<file path="src/rtl/register_collector.sv">
// Serial-in/parallel-out word collector: packs `length` words of `bits` each into one frame
// and hands the frame downstream over a valid/ready handshake, sustaining one word per clock.
module register_collector #(
    parameter int unsigned bits   = 4,
    parameter int unsigned length = 4
) (
    input  logic                             clk,
    input  logic                             reset,
    input  logic                             clear,
    input  logic                             in_valid,
    output logic                             in_ready,
    input  logic [bits-1:0]                  in_data,
    output logic                             out_valid,
    input  logic                             out_ready,
    output logic [bits*length-1:0]           out_data,
    output logic [$clog2(length+1)-1:0]      count
);

    localparam int unsigned count_w = $clog2(length + 1);
    localparam int unsigned frame_w = bits * length;
    localparam logic [count_w-1:0] last_slot = count_w'(length - 1);

    typedef enum logic {
        FILL = 1'b0,
        FULL = 1'b1
    } state_t;

    state_t               state;
    state_t               state_next;
    logic [count_w-1:0]   count_next;
    logic                 out_valid_next;
    logic [frame_w-1:0]   out_data_next;

    // A held frame blocks new words unless the consumer takes it in the same cycle.
    assign in_ready = (state == FILL) | out_ready;

    // State and registered outputs.
    always_ff @(posedge clk or posedge reset) begin
        if (reset) begin
            state     <= FILL;
            count     <= '0;
            out_valid <= 1'b0;
            out_data  <= '0;
        end else begin
            state     <= state_next;
            count     <= count_next;
            out_valid <= out_valid_next;
            out_data  <= out_data_next;
        end
    end

    // Next-state, slot write and handshake decisions.
    always_comb begin
        state_next     = state;
        count_next     = count;
        out_valid_next = out_valid;
        out_data_next  = out_data;

        if (clear) begin
            // Discard the partial or held frame; slot contents are left as they are.
            state_next     = FILL;
            count_next     = '0;
            out_valid_next = 1'b0;
        end else begin
            case (state)
                FILL: begin
                    if (in_valid) begin
                        for (int unsigned k = 0; k < length; k++) begin
                            if (count == count_w'(k)) begin
                                out_data_next[k*bits +: bits] = in_data;
                            end
                        end
                        count_next = count + count_w'(1);
                        if (count == last_slot) begin
                            state_next     = FULL;
                            out_valid_next = 1'b1;
                        end
                    end
                end
                FULL: begin
                    if (out_ready) begin
                        state_next     = FILL;
                        out_valid_next = 1'b0;
                        if (in_valid) begin
                            // Frame leaves and the next frame's first word lands together.
                            out_data_next[bits-1:0] = in_data;
                            count_next              = count_w'(1);
                        end else begin
                            count_next = '0;
                        end
                    end
                end
                default: begin
                    state_next = FILL;
                end
            endcase
        end
    end

endmodule

</file>
<file path="config.mk">
export PLATFORM = sky130hd
export DESIGN_NAME = register_collector
export DESIGN_NICKNAME = d
export VERILOG_FILES = /design/src/rtl/register_collector.sv
export SDC_FILE = /design/constraint.sdc
export NUM_CORES = 1
export LEC_CHECK = 0
export ABC_AREA = 1
export BUFFER_PORTS_ARGS = -buffer_cell sky130_fd_sc_hd__buf_2
export CAP_MARGIN = 10
export CORE_UTILIZATION = 40
export CTS_CLUSTER_DIAMETER = 30
export CTS_CLUSTER_SIZE = 12
export DETAILED_ROUTE_END_ITERATION = 10
export PLACE_DENSITY = 0.77
export SKIP_LAST_GASP = 1
export SLEW_MARGIN = 5
export SYNTH_ARGS = -nofsm -noshare
export SYNTH_HDL_FRONTEND = slang
export SYNTH_SLANG_ARGS = --single-unit
</file>
<file path="constraint.sdc">
create_clock -name clk -period 1.33 [get_ports clk]
set_clock_uncertainty 0.1 [all_clocks]
set_input_delay 0.0665 -clock clk [delete_from_list [all_inputs] [get_ports clk]]
set_output_delay 0.0665 -clock clk [all_outputs]
set_load 0.02 [all_outputs]
</file>
==> flow_metrics.env, run 1 <==
export IMPL_min_period_over_period_pct=97.2
export IMPL_slew_violations=0
export IMPL_final_nets=169
export IMPL_synthSimpleGateAreaFrac_pct=27.7
export IMPL_fp_row_count=17
export IMPL_clockBufferDepth=2
export IMPL_dieWidth_um=51.8
export IMPL_yosysSeqAreaShare_pct=53.0
export IMPL_yosysUniqueCellTypes=16
export IMPL_worstSetupPathType="flop to flop"
export IMPL_dieArea_sq_um=2680
export IMPL_coreArea_sq_um=2280
export IMPL_dpl_hpwl_mm=1.62
export IMPL_numCtsBuffers=3
export IMPL_clk_latency_ns=0.30
export IMPL_drive_above_1_share_pct=40.9
export IMPL_crit_path_max_fanout=5
export IMPL_period_needed_ns=1.29
export IMPL_synth_compound_area_share_pct=8.84
export IMPL_worst_slew_margin_rel_pct=82.3
export IMPL_start_util_pct=43.5
export IMPL_clkSlewWorstSetupHoldPaths_ns=0.12
export IMPL_synth_net_count=119
export IMPL_detail_route_antenna_nets=0
export IMPL_cp_start_kind="flop"
export IMPL_cp_arrival_ns=1.43
export IMPL_cp_depth=4
export IMPL_fin_cells=182
export IMPL_antennaDiodeCount=0
export IMPL_wl_per_cell_um=12.6
export IMPL_postSynthAreaPerCell_sq_um=9.44
export IMPL_leakage_uw=0.000748
export IMPL_end_kind="flop"
export IMPL_dr_pass1_iters=4
export IMPL_synth_xor_area_share_pct=0
export IMPL_antenna_found_initial=0
export IMPL_vdd_drop_max_v=0.000882
export IMPL_rsz0062_at_grt="yes"
export IMPL_ys_ff_latch=21
export IMPL_fmax_mhz=773
export IMPL_grt_max_degree=22
export IMPL_crit_top_cell="ha_2"
export IMPL_cts_sinks=21
export IMPL_hold_viol_final=0
export IMPL_detail_route_iter0_violations=11
export IMPL_cp_top_family="flip-flops"
export IMPL_critPathRequiredTime_ns=1.47
export IMPL_status="complete, no violations"
export IMPL_wl_mm=2.30
export IMPL_min_path_cells=4
export IMPL_yosysWarnings=0
export IMPL_dieHeight_um=51.8
export IMPL_place_port_buffers=29
export IMPL_synth_cells=105
export IMPL_htreeDepth=1
export IMPL_syn_to_final_growth_pct=39.9
export IMPL_min_path_type="input port to flop"
export IMPL_cts_root_buf="clkbuf_4"
export IMPL_powerDensity_nw_per_um2=1440
export IMPL_path_cells="ha_2, ha_2, nand3_2, o21ai_1"
export IMPL_dp_cells=164
export IMPL_avgViaCountPerCell=4.79
export IMPL_drc=0
export IMPL_grt_first_pass_wirelength_mm=3.39
export IMPL_grt_use_total_pct=17.7
export IMPL_synthTopCellsByArea="dfrtp_1, nand2_1, ha_1, o21ai_1, nand3_4"
export IMPL_pin_count=30
export IMPL_cap_violations=0
export IMPL_synthAdderAreaFrac_pct=6.31
export IMPL_grt_overflow=0
export IMPL_synth_top_area_cell="dfrtp_1"
export IMPL_vias=871
export IMPL_synthMuxAreaShare_pct=0
export IMPL_gp_congestion=0.770
export IMPL_synth_top_area_share_pct=53.0
export IMPL_cts_tree="built"
export IMPL_slowest_stage="dfrtp_1"
export IMPL_worstMarginPinSlew_ns=0.265
export IMPL_hold_slack_ns=0.0690
export IMPL_setup_violations_final=0
export IMPL_r2r_cells=4
export IMPL_grt_pass1_vias=764
export IMPL_syn_cell_area_sq_um=991
export IMPL_slowest_delay_ns=0.42
export IMPL_synth_top_family_by_area="simple AND/OR/NAND/NOR gates"
export IMPL_path_buf_inv=0
-- per-layer routing --
layer,up-vias,part of all wire (%),GRT usage (%)
li1,441,-,-
met1,401,45,20.2
met2,29,50,32.0
met3,0,5.0,6.43
met4,0,0,2.70
met5,-,0,0
-- cells in the final DEF (no fill, tap or decap), drive strengths merged --
cell type / Yosys / final
buf: 0 / 37
nand3: 8 / 9
inv: 11 / 11
clkinv: 0 / 1
dlygate4sd3: 0 / 7
clkbuf: 0 / 3
dfrtp: 21 / 21
o21ai: 16 / 16
or2: 1 / 1
nand2: 36 / 36
nand4: 1 / 1
nor2: 6 / 6
ha: 5 / 5
-- synthesized netlist by cell type (all sizes together) --
master and number:
nand3 8, nand4 1, inv 11, nor2 6
dfrtp 21, ha 5, o21ai 16, nand2 36
or2 1
-- sequential cells by signal, indices dropped and copies added, names as in the netlist --
| register | flops |
|---|---|
| out_data | 16 |
| count | 3 |
| out_valid | 1 |
| state | 1 |
-- layout make-up --
type	instances	area (sq um)
tap	28	35.0
clock inverter	1	5.00
multi-input combinational	74	464
inverter	11	43.8
clock buffer	3	22.5
timing repair buffer	44	289
sequential	21	527
fill	199	890
-- worst reg2reg max path, stage by stage (launching register included) --
cell and delay, ns:
dfrtp_1 0.42, ha_2 0.20, ha_2 0.21, nand3_2 0.14, o21ai_1 0.15
-- worst paths after layout --
check	startpoint	to	slack (ns)
hold reg to reg	out_data[2]$_DFFE_PP0P_	out_data[2]$_DFFE_PP0P_	0.40
setup reg to reg	count[1]$_DFFE_PP0P_	out_data[14]$_DFFE_PP0P_	0.04
setup / recovery	count[1]$_DFFE_PP0P_	out_data[14]$_DFFE_PP0P_	0.04
max in group asynchronous	reset	state$_DFF_PP0_	0.69
min in group asynchronous	reset	out_data[8]$_DFFE_PP0P_	0.22
hold / removal	clear	out_data[3]$_DFFE_PP0P_	0.07
-- logic make-up (layout without fill, tap and decap cells) --
family	Yosys count	after routing
compound gates	16	16
fa+ha+maj	5	5
buf+inv	11	59
flops	21	21
simple gates	52	53
-- stage by stage --
| stage | setup TNS [ns] | worst slack (ns) | total power (uW) | cell area, sq um | util, % |
|---|---|---|---|---|---|
| 5_1_grt | -0.220 | -0.0414 | 2130 | 1390 | 60.9 |
| 3_5_place_dp | 0 | 0.00583 | 1630 | 1190 | 52.1 |
| 4_1_cts | 0 | 0.00192 | 1960 | 1320 | 57.9 |
| 2_1_floorplan | 0 | 0.0156 | 1360 | 991 | - |
| 6_report | 0 | 0.0370 | 1990 | 1390 | 60.9 |
| 3_3_place_gp | 0 | 0.0680 | 1590 | 1190 | 52.1 |
-- power breakdown --
group	internal (uW)	switching (uW)	total [uW]
logic	286	477	762
registers	809	110	919
clock network	112	197	309
total	1210	783	1990
-- repair_timing --
item                                    4_1_cts  5_1_grt
buffers inserted                              3        3
endpoints found under the hold margin        39        0
endpoints found under the setup margin        2       20
resized for setup                             6       12
pin swaps                                     1        4
cloned                                        0        1
hold buffers                                  7        0
Power figures use the tool's default switching activity.
==> run 2: changes to the inputs <==
- ABC_AREA: 1 -> 0
==> flow_metrics.env, run 2 <==
export IMPL_synth_top_area_cell="dfrtp_1"
export IMPL_detail_route_antenna_nets=0
export IMPL_worst_slew_margin_rel_pct=77.1
export IMPL_rsz0062_at_grt="yes"
export IMPL_r2r_cells=5
export IMPL_yosysWarnings=0
export IMPL_dp_cells=134
export IMPL_dieArea_sq_um=2530
export IMPL_antennaDiodeCount=0
export IMPL_numCtsBuffers=3
export IMPL_fmax_mhz=577
export IMPL_p_seq_share_pct=46.8
export IMPL_min_period_over_period_pct=130
export IMPL_mostFrequentLayoutCell="buf_2"
export IMPL_critPathRequiredTime_ns=1.43
export IMPL_slew_violations=0
export IMPL_top_regs="out_data (16), count (3)"
export IMPL_synth_cells=69
export IMPL_grt_first_pass_wirelength_mm=3.73
export IMPL_dpl_hpwl_mm=1.53
export IMPL_cts_root_buf="clkbuf_4"
export IMPL_fin_setup_tns_ns=-3.75
export IMPL_combinationalPowerShare_pct=36.3
export IMPL_p_sw_share_pct=34.1
export IMPL_pin_count=30
export IMPL_drive_above_1_share_pct=70.2
export IMPL_syn_to_final_growth_pct=59.3
export IMPL_rr_endpoint="out_data[3]$_DFFE_PP0P_"
export IMPL_end_kind="flop"
export IMPL_detail_route_iter0_violations=4
export IMPL_synth_top_area_share_pct=56.2
export IMPL_status="complete, but fails checks"
export IMPL_grt_use_total_pct=20.1
export IMPL_cp_top_family="flip-flops"
export IMPL_p_sw_uw=619
export IMPL_worstMarginPinSlew_ns=0.343
export IMPL_reg2reg_slack_ns=-0.40
export IMPL_leakage_uw=0.000733
export IMPL_cp_start_kind="flop"
export IMPL_violations="setup timing"
export IMPL_vdd_drop_max_v=0.000880
export IMPL_regMostFlops="out_data"
export IMPL_coreArea_sq_um=2210
export IMPL_wl_mm=2.30
export IMPL_avgViaCountPerCell=5.03
export IMPL_syn_cell_area_sq_um=935
export IMPL_synth_edf_count=0
export IMPL_yosys_top_cells_count="dfrtp_1, mux2_2, ha_1, inv_1"
export IMPL_period_needed_ns=1.73
export IMPL_clkSlewWorstSetupHoldPaths_ns=0.12
export IMPL_fin_cells=149
export IMPL_post_synth_top_count_cell="dfrtp_1"
export IMPL_hold_slack_ns=0.0392
export IMPL_p_int_uw=1190
export IMPL_start_util_pct=42.3
export IMPL_yosysSeqAreaShare_pct=56.2
export IMPL_clk_latency_ns=0.30
export IMPL_fp_row_count=17
export IMPL_place_port_buffers=29
export IMPL_hold_end="out_valid$_DFFE_PP0P_"
export IMPL_final_nets=136
export IMPL_wl_per_cell_um=15.4
export IMPL_hold_viol_final=0
export IMPL_worst_hold_startpoint="clear"
export IMPL_powerDensity_nw_per_um2=1220
export IMPL_grt_max_degree=13
export IMPL_vias=750
export IMPL_min_path_cells=3
export IMPL_dieWidth_um=50.3
export IMPL_ys_ff_latch=21
export IMPL_rr_startpoint="count[1]$_DFFE_PP0P_"
export IMPL_synthArstFlopShare_pct=100
export IMPL_path_cells="inv_2, ha_1, or3b_4, a21oi_4, mux2_2"
export IMPL_slowest_delay_ns=0.43
export IMPL_htreeDepth=1
export IMPL_synthTopCellsByArea="dfrtp_1, mux2_2, ha_1, inv_1, nand2b_1"
export IMPL_crit_path_max_fanout=4
export IMPL_pwr_share_clk_pct=16.9
export IMPL_setup_violations_final=20
export IMPL_grt_overflow=0
export IMPL_synth_flop_cell="dfrtp_1"
export IMPL_clockBufferDepth=2
export IMPL_cap_violations=0
export IMPL_dieHeight_um=50.3
export IMPL_final_cell_mix="buf_2, dfrtp_1, buf_4"
export IMPL_cts_tree="built"
export IMPL_cts_sinks=21
export IMPL_path_buf_inv=1
export IMPL_fin_ws_ns=-0.404
export IMPL_cp_arrival_ns=1.84
export IMPL_dr_pass1_iters=4
export IMPL_gp_congestion=0.845
export IMPL_min_path_type="input port to flop"
export IMPL_synth_net_count=83
export IMPL_worstSetupPathType="flop to flop"
export IMPL_postSynthAreaPerCell_sq_um=13.5
export IMPL_grt_pass1_vias=801
export IMPL_largest_register_ffs=16
export IMPL_final_util_pct=67.3
export IMPL_yosysUniqueCellTypes=19
export IMPL_antenna_found_initial=0
export IMPL_slowest_stage="dfrtp_2"
export IMPL_drc=0
==> run 2: changes by cell type after synthesis, sizes merged, moves of 3 or more <==
cell / delta
mux2: +16
nand2b: +3
nand2: -34
inv: -6
a21oi: +3
o21ai: -16
nand3: -6
nor2: -3
==> run 2: worst max-delay path by stage <==
stage	startpoint	end	slack, ns	cells past startpoint
6_report	count[1]$_DFFE_PP0P_	out_data[3]$_DFFE_PP0P_	-0.40	5
5_1_grt	count[1]$_DFFE_PP0P_	out_data[3]$_DFFE_PP0P_	-0.47	5
2_1_floorplan	count[0]$_DFFE_PP0P_	out_data[0]$_DFFE_PP0P_	-0.43	5
3_5_place_dp	count[1]$_DFFE_PP0P_	out_data[3]$_DFFE_PP0P_	-0.41	5
4_1_cts	count[1]$_DFFE_PP0P_	out_data[2]$_DFFE_PP0P_	-0.40	5
3_3_place_gp	count[0]$_DFFE_PP0P_	out_data[1]$_DFFE_PP0P_	-0.36	5
==> run 2: per-layer routing <==
metal	part of all wire, %	track usage, %
met1	42	23.4
met2	53	36.9
met3	4.5	3.03
met4	0.22	6.94
met5	0	0
==> run 2: area by class of cell <==
type,instances,area (sq um)
Fill cell,173,723
Multi-Input combinational cell,42,548
Sequential cell,21,528
Timing Repair Buffer,49,332
Tap cell,28,35.0
Clock buffer,3,22.5
Inverter,5,18.8
Clock inverter,1,5.00
==> run 2: power by group through the flow <==
stage	registers, uW	logic, uW	clock network [uW]
global placement	849	544	0
CTS	847	654	320
finish	848	659	306
detailed placement	854	559	0
global route	865	697	344
floorplan	1020	169	0
==> run 2: per-stage QoR <==
stage          total power (uW)  setup slack [ns]  instance area (sq um)
2_1_floorplan              1190            -0.431                    947
3_3_place_gp               1390            -0.356                   1190
3_5_place_dp               1410            -0.411                   1190
4_1_cts                    1820            -0.403                   1460
5_1_grt                    1910            -0.466                   1490
6_report                   1810            -0.404                   1490
==> run 2: cells by family after synthesis <==
group / count (synthesis) / share of synthesized area, %
AOI/OAI and AO/OA: 7 / 6.29
buffers and inverters: 6 / 2.54
and+or+nand+nor: 13 / 7.90
muxes: 17 / 20.3
adders and majority gates: 5 / 6.69
DFF: 21 / 56.2
==> run 2: worst min-delay path, cell delays in order <==
cell	delay, ns
buf_2	0.14
inv_1	0.07
a31o_2	0.14
==> run 2: what timing repair did <==
item                                    in CTS  in global routing
endpoints found under the setup margin      21                 23
gates cloned                                 0                  0
endpoints found under the hold margin       41                  0
pin swaps                                    3                  2
buffers inserted                             4                  3
hold buffers                                 6                  0
gates resized for setup                     34                  4
